File: config.mk
export PLATFORM = sky130hd
export DESIGN_NAME = serial_adder_ctrl_flat
export DESIGN_NICKNAME = d
export VERILOG_FILES = /design/src/rtl/serial_adder_ctrl_if.sv /design/src/rtl/serial_adder_ctrl.sv /design/src/flat_wrapper.sv
export SDC_FILE = /design/constraint.sdc
export NUM_CORES = 1
export LEC_CHECK = 0
export BUFFER_PORTS_ARGS = -buffer_cell sky130_fd_sc_hd__buf_2
export CAP_MARGIN = 40
export CORE_MARGIN = 4
export CORE_UTILIZATION = 58
export DETAILED_ROUTE_END_ITERATION = 12
export HOLD_SLACK_MARGIN = 0.1
export PLACE_DENSITY = 0.9
export SLEW_MARGIN = 10
export SYNTH_ARGS = -nofsm -noshare
export SYNTH_HDL_FRONTEND = slang
export SYNTH_SLANG_ARGS = --single-unit
File: constraint.sdc
create_clock -name clk -period 2.35 [get_ports clk]
set_clock_uncertainty 0.05 [all_clocks]
set_input_delay 0.1175 -clock clk [delete_from_list [all_inputs] [get_ports clk]]
set_output_delay 0.1175 -clock clk [all_outputs]
set_load 0.005 [all_outputs]
File: src/rtl/serial_adder_ctrl_if.sv
// Requester-side handshake and operand/result bundle
// for the bit-serial adder sequencer.
interface serial_adder_ctrl_if #(
  parameter int WIDTH = 8
);
  logic             start;
  logic [WIDTH-1:0] A;
  logic [WIDTH-1:0] B;
  logic             busy;
  logic             done;
  logic [WIDTH-1:0] S;
  logic             Cout;

  modport master (
    output start, A, B,
    input  busy, done, S, Cout
  );

  modport slave (
    input  start, A, B,
    output busy, done, S, Cout
  );
endinterface

File: src/rtl/serial_adder_ctrl.sv
// Bit-serial adder: one shared full-adder cell (two half
// adders) walks the operands LSB first, one bit per clock.
module half_adder (
  input  logic a,
  input  logic b,
  output logic s,
  output logic c
);
  assign s = a ^ b;
  assign c = a & b;
endmodule

module serial_adder_ctrl #(
  parameter int WIDTH = 8,
  parameter int CW    = $clog2(WIDTH + 1)
) (
  input logic                clk,
  input logic                rst,
  serial_adder_ctrl_if.slave bus
);
  typedef enum logic [1:0] {
    IDLE,
    RUN,
    DONE
  } state_t;

  state_t           state;
  logic [WIDTH-1:0] op_a;
  logic [WIDTH-1:0] op_b;
  logic [WIDTH-1:0] acc;
  logic             carry;
  logic [CW-1:0]    cnt;

  logic s1;
  logic c1;
  logic sum_bit;
  logic c2;
  logic carry_nxt;

  half_adder u_ha0 (
    .a (op_a[0]),
    .b (op_b[0]),
    .s (s1),
    .c (c1)
  );

  half_adder u_ha1 (
    .a (s1),
    .b (carry),
    .s (sum_bit),
    .c (c2)
  );

  assign carry_nxt = c1 | c2;

  logic [WIDTH-1:0] acc_nxt;
  logic             last;
  logic             accept;

  assign acc_nxt = {sum_bit, acc[WIDTH-1:1]};
  assign last    = (cnt == CW'(WIDTH - 1));
  // DONE accepts like IDLE so requests can run back to back
  assign accept  = bus.start &&
                   (state == IDLE || state == DONE);

  always_ff @(posedge clk) begin
    if (rst) begin
      state    <= IDLE;
      op_a     <= '0;
      op_b     <= '0;
      acc      <= '0;
      carry    <= 1'b0;
      cnt      <= '0;
      bus.busy <= 1'b0;
      bus.done <= 1'b0;
      bus.S    <= '0;
      bus.Cout <= 1'b0;
    end else begin
      unique case (state)
        IDLE, DONE: begin
          bus.done <= 1'b0;
          if (accept) begin
            op_a     <= bus.A;
            op_b     <= bus.B;
            acc      <= '0;
            carry    <= 1'b0;
            cnt      <= '0;
            bus.busy <= 1'b1;
            state    <= RUN;
          end else begin
            state <= IDLE;
          end
        end
        RUN: begin
          acc   <= acc_nxt;
          op_a  <= op_a >> 1;
          op_b  <= op_b >> 1;
          carry <= carry_nxt;
          cnt   <= cnt + 1'b1;
          if (last) begin
            bus.S    <= acc_nxt;
            bus.Cout <= carry_nxt;
            bus.busy <= 1'b0;
            bus.done <= 1'b1;
            state    <= DONE;
          end
        end
        default: begin
          bus.busy <= 1'b0;
          bus.done <= 1'b0;
          state    <= IDLE;
        end
      endcase
    end
  end
endmodule
File: src/flat_wrapper.sv
// flat-port wrapper written by rule: the top's interface ports become plain ports
module serial_adder_ctrl_flat 
#(
  parameter int WIDTH = 8,
  parameter int CW    = $clog2(WIDTH + 1)
)
  (clk, rst, bus_start, bus_A, bus_B, bus_busy, bus_done, bus_S, bus_Cout);
  serial_adder_ctrl_if #(.WIDTH(WIDTH)) bus_i ();
  input logic clk;
  input logic rst;
  input wire logic [$bits(bus_i.start)-1:0] bus_start;
  input wire logic [$bits(bus_i.A)-1:0] bus_A;
  input wire logic [$bits(bus_i.B)-1:0] bus_B;
  output wire logic [$bits(bus_i.busy)-1:0] bus_busy;
  output wire logic [$bits(bus_i.done)-1:0] bus_done;
  output wire logic [$bits(bus_i.S)-1:0] bus_S;
  output wire logic [$bits(bus_i.Cout)-1:0] bus_Cout;
  assign bus_i.start = bus_start;
  assign bus_i.A = bus_A;
  assign bus_i.B = bus_B;
  assign bus_busy = bus_i.busy;
  assign bus_done = bus_i.done;
  assign bus_S = bus_i.S;
  assign bus_Cout = bus_i.Cout;
  serial_adder_ctrl #(.WIDTH(WIDTH), .CW(CW)) u_core (.clk(clk), .rst(rst), .bus(bus_i));
endmodule
==> results of run 1 <==
-- through the flow --
step | setup slack (ns) | hold WS [ns] | utilization | cell area [µm²]
4_1_cts | 0.805 | 0.203 | 0.740 | 2080
3_5_place_dp | 0.826 | 0.320 | 0.660 | 1850
5_1_grt | 0.651 | 0.248 | 0.740 | 2080
6_report | 0.816 | 0.208 | 0.740 | 2080
2_1_floorplan | 1.14 | 0.204 | - | 1730
3_3_place_gp | 0.866 | 0.308 | 0.660 | 1850
-- placed cells by master (no fill, tap or decap) --
| master | instances |
|---|---|
| nor3_1 | 1 |
| nor3b_1 | 1 |
| mux2_2 | 1 |
| a22oi_1 | 14 |
| buf_4 | 5 |
| nor2_1 | 2 |
| nand2_1 | 11 |
| ha_1 | 1 |
| mux2_1 | 1 |
| dlygate4sd3_1 | 17 |
| o21bai_1 | 1 |
| dfxtp_1 | 41 |
| a211oi_1 | 1 |
| nand4_1 | 1 |
| nor2_8 | 1 |
| nand3_1 | 26 |
| clkbuf_8 | 1 |
| clkbuf_1 | 1 |
| mux2i_1 | 9 |
| nand2b_1 | 21 |
| and2b_1 | 1 |
| nand3b_2 | 1 |
| a211oi_2 | 1 |
| nor2b_1 | 1 |
| fa_1 | 1 |
| a21oi_1 | 29 |
| buf_2 | 29 |
| nand3b_1 | 1 |
| clkbuf_4 | 5 |
| inv_1 | 1 |
-- worst min path at each step --
stage | from | to | slack (ns) | cells past startpoint
CTS | rst | u_core.op_b[5] | 0.20 | 2
floorplan | bus_A[7] | u_core.op_a[7] | 0.20 | 2
global placement | bus_A[7] | u_core.op_a[7] | 0.31 | 3
detailed placement | bus_A[7] | u_core.op_a[7] | 0.32 | 3
global route | rst | u_core.acc[5] | 0.25 | 2
finish | rst | u_core.op_b[6] | 0.21 | 2
-- worst reg2reg max path, stage by stage (launching register included) --
cell      delay (ns)
dfxtp_1         0.35
nand2b_1        0.45
buf_4           0.34
nand3_1         0.12
a21oi_1         0.16
-- cell type report --
class                   instances  share of cell area
clock buffers                   7              0.0265
inverters                       1             0.00181
multi-input cells             127               0.388
flip-flops and latches         41               0.395
well taps                      31              0.0187
repair buffers                 51               0.170
-- per-layer routing --
metal	share of wire	up-vias
met5	0	-
met4	0.015	0
met3	0.042	6
met2	0.52	33
met1	0.42	657
li1	-	730
-- Yosys cell counts --
| library cell | number | area, µm² |
|---|---|---|
| nand3b_1 | 1 | 7.51 |
| nand4_1 | 1 | 6.26 |
| nand2b_1 | 21 | 131 |
| buf_4 | 5 | 37.5 |
| nand3b_2 | 1 | 11.3 |
| o21bai_1 | 1 | 7.51 |
| dfxtp_1 | 41 | 821 |
| mux2i_1 | 9 | 90.1 |
| nor2_8 | 1 | 20.0 |
| a21oi_1 | 29 | 145 |
| mux2_1 | 1 | 11.3 |
| and2b_1 | 1 | 7.51 |
| clkbuf_1 | 4 | 15.0 |
| inv_1 | 1 | 3.75 |
| a211oi_1 | 1 | 7.51 |
| nor3_1 | 1 | 5.00 |
| buf_2 | 5 | 25.0 |
| nor3b_1 | 1 | 7.51 |
| nor2_1 | 2 | 7.51 |
| nor2b_1 | 1 | 6.26 |
| a211oi_2 | 1 | 12.5 |
| buf_6 | 2 | 22.5 |
| nand2_1 | 11 | 41.3 |
| mux2_2 | 1 | 11.3 |
| fa_1 | 1 | 20.0 |
| ha_1 | 1 | 12.5 |
| nand3_1 | 26 | 130 |
| a22oi_1 | 14 | 105 |
-- power by group through the flow --
stage / clock network (µW) / registers [µW] / logic, µW
global route: 402 / 739 / 175
finish: 355 / 736 / 157
CTS: 365 / 736 / 155
global placement: 0 / 750 / 131
detailed placement: 0 / 752 / 133
floorplan: 0 / 748 / 107
-- registers in the layout (all words and copies together), names as in the netlist --
name             flops
u_core.carry         1
u_core.acc           7
u_core.op_b          8
u_core.bus.Cout      1
u_core.state         2
u_core.bus.busy      1
u_core.op_a          8
u_core.cnt           4
u_core.bus.done      1
u_core.bus.S         8
-- kinds of logic after synthesis --
group	synth area share
AO/OA/AOI/OAI	0.161
adder cells (fa/ha/maj)	0.0188
buffers and inverters	0.0601
flip-flops	0.475
multiplexers	0.0651
AND/OR/NAND/NOR	0.221
-- timing repair --
action	in CTS	in global routing
endpoints found under the hold margin	17	0
hold buffers	17	0
setup buffers	0	0
setup endpoints to repair	0	0
==> impl_metrics.json, run 1 <==
{
  "max_cap_viol_count": 0,
  "diodes": 0,
  "rsz0062_at_grt": "false",
  "crit_required_ns": 2.59,
  "yosys_register_bits": 41,
  "grt_busiest_layer": "met2",
  "p_seq_frac": 0.590,
  "start_util": 0.616,
  "n_fill_cell": 207,
  "yosysUniqueCellTypes": 28,
  "synth_fp_nets": 206,
  "path_depth": 4,
  "grt.total_usage": 0.193,
  "p_int_uw": 934,
  "grt_start_max_net_pins": 40,
  "r2r_cells": 4,
  "vias": 1426,
  "grt_use_met3": 0.0612,
  "critPathTopFamily": "simple AND/OR/NAND/NOR gates",
  "clkTransAtPathRegs_ns": 0.11,
  "cts_root_buffer": "clkbuf_4",
  "grt_pass1_wl_um": 6110,
  "antenna_found_initial": 0,
  "die-area_um2": 3920,
  "setup-violations-final": 0,
  "hold_class": "in2reg",
  "drtIter0Drc": 73,
  "area_growth_pct": 20.0,
  "worstSetupStartpointType": "register",
  "period_minus_slack_ns": 1.53,
  "drt-wirelength-per-cell_um": 13.5,
  "crit_chain": "nand2b_1 > buf_4 > nand3_1 > a21oi_1",
  "hold_viol": 0,
  "io-pin-count": 30,
  "use_met1": 0.228,
  "insertion_delay_ns": 0.35,
  "stdcell_count": 258,
  "core-area_um2": 2810,
  "cts.path.max_buffers": 2,
  "ff_latch_area_um2": 821,
  "leakage_uw": 0.000801,
  "r2r-end": "u_core.op_b[2]",
  "fp.dieW_um": 62.6,
  "drc": 0,
  "crit_arrival_ns": 1.77,
  "crit_type": "reg2reg",
  "final_nets": 248,
  "yosys_warnings": 0,
  "cts.sinks": 41,
  "slowest_stage": "nand2b_1",
  "crit_fanout": 20,
  "place_inst": 234,
  "gp_congestion": 0.665,
  "outcome": "finished clean",
  "use_met2": 0.330,
  "crit_start": "u_core.state[1]",
  "die_h_um": 62.6,
  "max_slew_margin": 0.629,
  "synth-seq-area-share": 0.475,
  "power_density_nw_per_um2": 601,
  "maxSlewViolCount": 0,
  "cts_tree": "yes",
  "cts_buffers": 5,
  "multiInputGateArea_um2": 805,
  "power_uw": 1250,
  "grt_pass1_vias": 1342,
  "synth_area_um2": 1730,
  "firstDrtPassIters": 4,
  "p_comb_frac": 0.126,
  "slowest_delay_ns": 0.45,
  "p_sw_frac": 0.251,
  "ir_drop_uv": 440,
  "hpwl_um": 2210,
  "fmax_mhz": 652,
  "rows": 19,
  "rrSetupSlack_ns": 0.82,
  "path_buf_inv": 1,
  "grt_overflow": 0,
  "worstSetupEndpointType": "register",
  "setup.worst_path.end": "u_core.op_b[2]",
  "cts_max_level": 2,
  "syn-mean-instance-area_um2": 9.35,
  "clkPwrFrac": 0.284,
  "ant_nets": 0,
  "wirelength_um": 3480,
  "drive_above_1_share": 0.194,
  "tightest_slew_ns": 0.556,
  "post_cts_resized": 0,
  "p_switching_uw": 313,
  "routed_via_density": 5.53,
  "r2r_start": "u_core.state[1]",
  "fin_crit_sh": 0.653,
  "fin_tns_setup_ns": 0,
  "numPortBuffers": 29,
  "postSynthCellCount": 185
}
Note: power is estimated with default switching activity, not from simulation.
==> run 2, diff against run 1 <==
--- a/config.mk
+++ b/config.mk
@@ -8,10 +8,10 @@
 export BUFFER_PORTS_ARGS = -buffer_cell sky130_fd_sc_hd__buf_2
 export CAP_MARGIN = 40
 export CORE_MARGIN = 4
-export CORE_UTILIZATION = 58
+export CORE_UTILIZATION = 54
 export DETAILED_ROUTE_END_ITERATION = 12
 export HOLD_SLACK_MARGIN = 0.1
-export PLACE_DENSITY = 0.9
+export PLACE_DENSITY = 0.85
 export SLEW_MARGIN = 10
 export SYNTH_ARGS = -nofsm -noshare
 export SYNTH_HDL_FRONTEND = slang
==> constraint.sdc (replaced) <==
create_clock -name clk -period 1.45 [get_ports clk]
set_clock_uncertainty 0.05 [all_clocks]
set_input_delay 0.0725 -clock clk [delete_from_list [all_inputs] [get_ports clk]]
set_output_delay 0.0725 -clock clk [all_outputs]
set_load 0.005 [all_outputs]
==> impl_metrics.json, run 2 (synthesized netlist as in run 1, its figures left out) <==
{
  "r2r-end": "u_core.bus.S[4]",
  "cts_root_buffer": "clkbuf_4",
  "p_sw_frac": 0.262,
  "power_uw": 2090,
  "area_growth_pct": 26.8,
  "r2r_cells": 4,
  "fmax_mhz": 742,
  "grt_start_max_net_pins": 27,
  "vias": 1518,
  "crit_type": "reg2reg",
  "rrSetupSlack_ns": 0.10,
  "p_switching_uw": 549,
  "crit_fanout": 6,
  "diodes": 0,
  "max_slew_margin": 0.804,
  "hpwl_um": 2280,
  "max_cap_viol_count": 0,
  "cts_buffers": 5,
  "cts.sinks": 41,
  "n_fill_cell": 258,
  "mostFrequentLayoutCell": "dfxtp_1",
  "fp.dieW_um": 64.6,
  "clkTransAtPathRegs_ns": 0.13,
  "grt_pass1_wl_um": 6530,
  "final_cell_mix": "dfxtp_1, a21oi_1, buf_2",
  "crit_required_ns": 1.69,
  "gp_congestion": 0.768,
  "ant_nets": 0,
  "grt_overflow": 0,
  "hold_class": "reg2reg",
  "drive_above_1_share": 0.229,
  "wirelength_um": 3760,
  "p_seq_frac": 0.570,
  "rows": 20,
  "antenna_found_initial": 0,
  "worstSetupEndpointType": "register",
  "io-pin-count": 30,
  "cts_tree": "yes",
  "insertion_delay_ns": 0.36,
  "outcome": "finished clean",
  "fin_tns_setup_ns": 0,
  "leakage_uw": 0.000881,
  "final_nets": 256,
  "tightest_slew_ns": 0.293,
  "start_util": 0.566,
  "core-area_um2": 3050,
  "dpl_cell_area_um2": 1920,
  "p_int_uw": 1540,
  "power_density_nw_per_um2": 954,
  "clkPwrFrac": 0.293,
  "cts.path.max_buffers": 2,
  "fin_crit_sh": 0.929,
  "die_h_um": 64.6,
  "top_regs": "u_core.bus.S (8), u_core.op_a (8), u_core.op_b (8)",
  "rsz0062_at_grt": "false",
  "drtIter0Drc": 51,
  "grt.total_usage": 0.198,
  "ir_drop_uv": 791,
  "drc": 0,
  "hold_viol": 0,
  "crit_start": "u_core.cnt[1]",
  "setup-violations-final": 0,
  "grt_pass1_vias": 1462,
  "numPortBuffers": 29,
  "cts_max_level": 2,
  "period_minus_slack_ns": 1.35,
  "setup.worst_path.end": "u_core.bus.S[4]",
  "firstDrtPassIters": 4,
  "crit_arrival_ns": 1.59,
  "fin_area_um2": 2190,
  "drt-wirelength-per-cell_um": 13.4,
  "maxSlewViolCount": 0,
  "worstSetupStartpointType": "register",
  "p_comb_frac": 0.137,
  "routed_via_density": 5.42,
  "die-area_um2": 4170,
  "r2r_start": "u_core.cnt[1]"
}
run 2: worst min-delay path by stage:
stage	endpoint	depth (start not counted)	slack [ns]	start
3_3_place_gp	u_core.op_a[7]	3	0.27	bus_A[7]
6_report	u_core.bus.done	2	0.42	u_core.bus.done
5_1_grt	u_core.bus.done	2	0.43	u_core.bus.done
4_1_cts	u_core.bus.done	2	0.42	u_core.bus.done
3_5_place_dp	u_core.op_b[7]	3	0.27	bus_B[7]
2_1_floorplan	u_core.op_a[7]	2	0.16	bus_A[7]
run 2: power by group through the flow:
| stage | clock [µW] | sequential (µW) | combinational (µW) |
|---|---|---|---|
| floorplan | 0 | 1210 | 173 |
| global placement | 0 | 1210 | 238 |
| detailed placement | 0 | 1220 | 243 |
| CTS | 624 | 1190 | 281 |
| global route | 675 | 1200 | 320 |
| finish | 613 | 1190 | 286 |
run 2: per-layer routing:
metal | wire length, µm | GRT usage | part of all wire | up-vias
met5 | 0 | 0 | 0 | -
met4 | 46 | 0.0607 | 0.012 | 0
met3 | 192 | 0.0572 | 0.051 | 5
met2 | 1980 | 0.354 | 0.53 | 43
met1 | 1550 | 0.227 | 0.41 | 717
li1 | - | - | - | 753
run 2: repair_timing:
action / 4_1_cts / 5_1_grt
hold buffers: 18 / 0
buffers inserted: 0 / 0
hold endpoints to repair: 18 / 0
resized for setup: 0 / 2
setup endpoints to repair: 0 / 9
run 2: final cells by class:
| type | instances | area (µm²) | share of cell area |
|---|---|---|---|
| clock inverter | 2 | 13.8 | 0.00628 |
| multi-input combinational | 128 | 827 | 0.377 |
| sequential | 41 | 821 | 0.374 |
| tap | 44 | 55.1 | 0.0251 |
| timing repair buffer | 58 | 420 | 0.192 |
| inverter | 1 | 3.75 | 0.00171 |
| clock buffer | 6 | 51.3 | 0.0234 |
run 2: stage by stage:
step | std cells | hold slack (ns) | setup slack, ns | util
after floorplan | 185 | 0.159 | 0.235 | -
after global placement | 253 | 0.266 | 0.154 | 0.630
after detailed placement | 253 | 0.274 | 0.0721 | 0.630
after CTS | 279 | 0.423 | 0.0373 | 0.711
after global routing | 280 | 0.430 | 0.0134 | 0.718
final | 280 | 0.419 | 0.102 | 0.718
run 2: critical path, cell delays in order (launching register included):
cell	delay, ns
dfxtp_1	0.40
ha_2	0.24
nand3b_4	0.16
nor2_4	0.23
mux2i_1	0.20
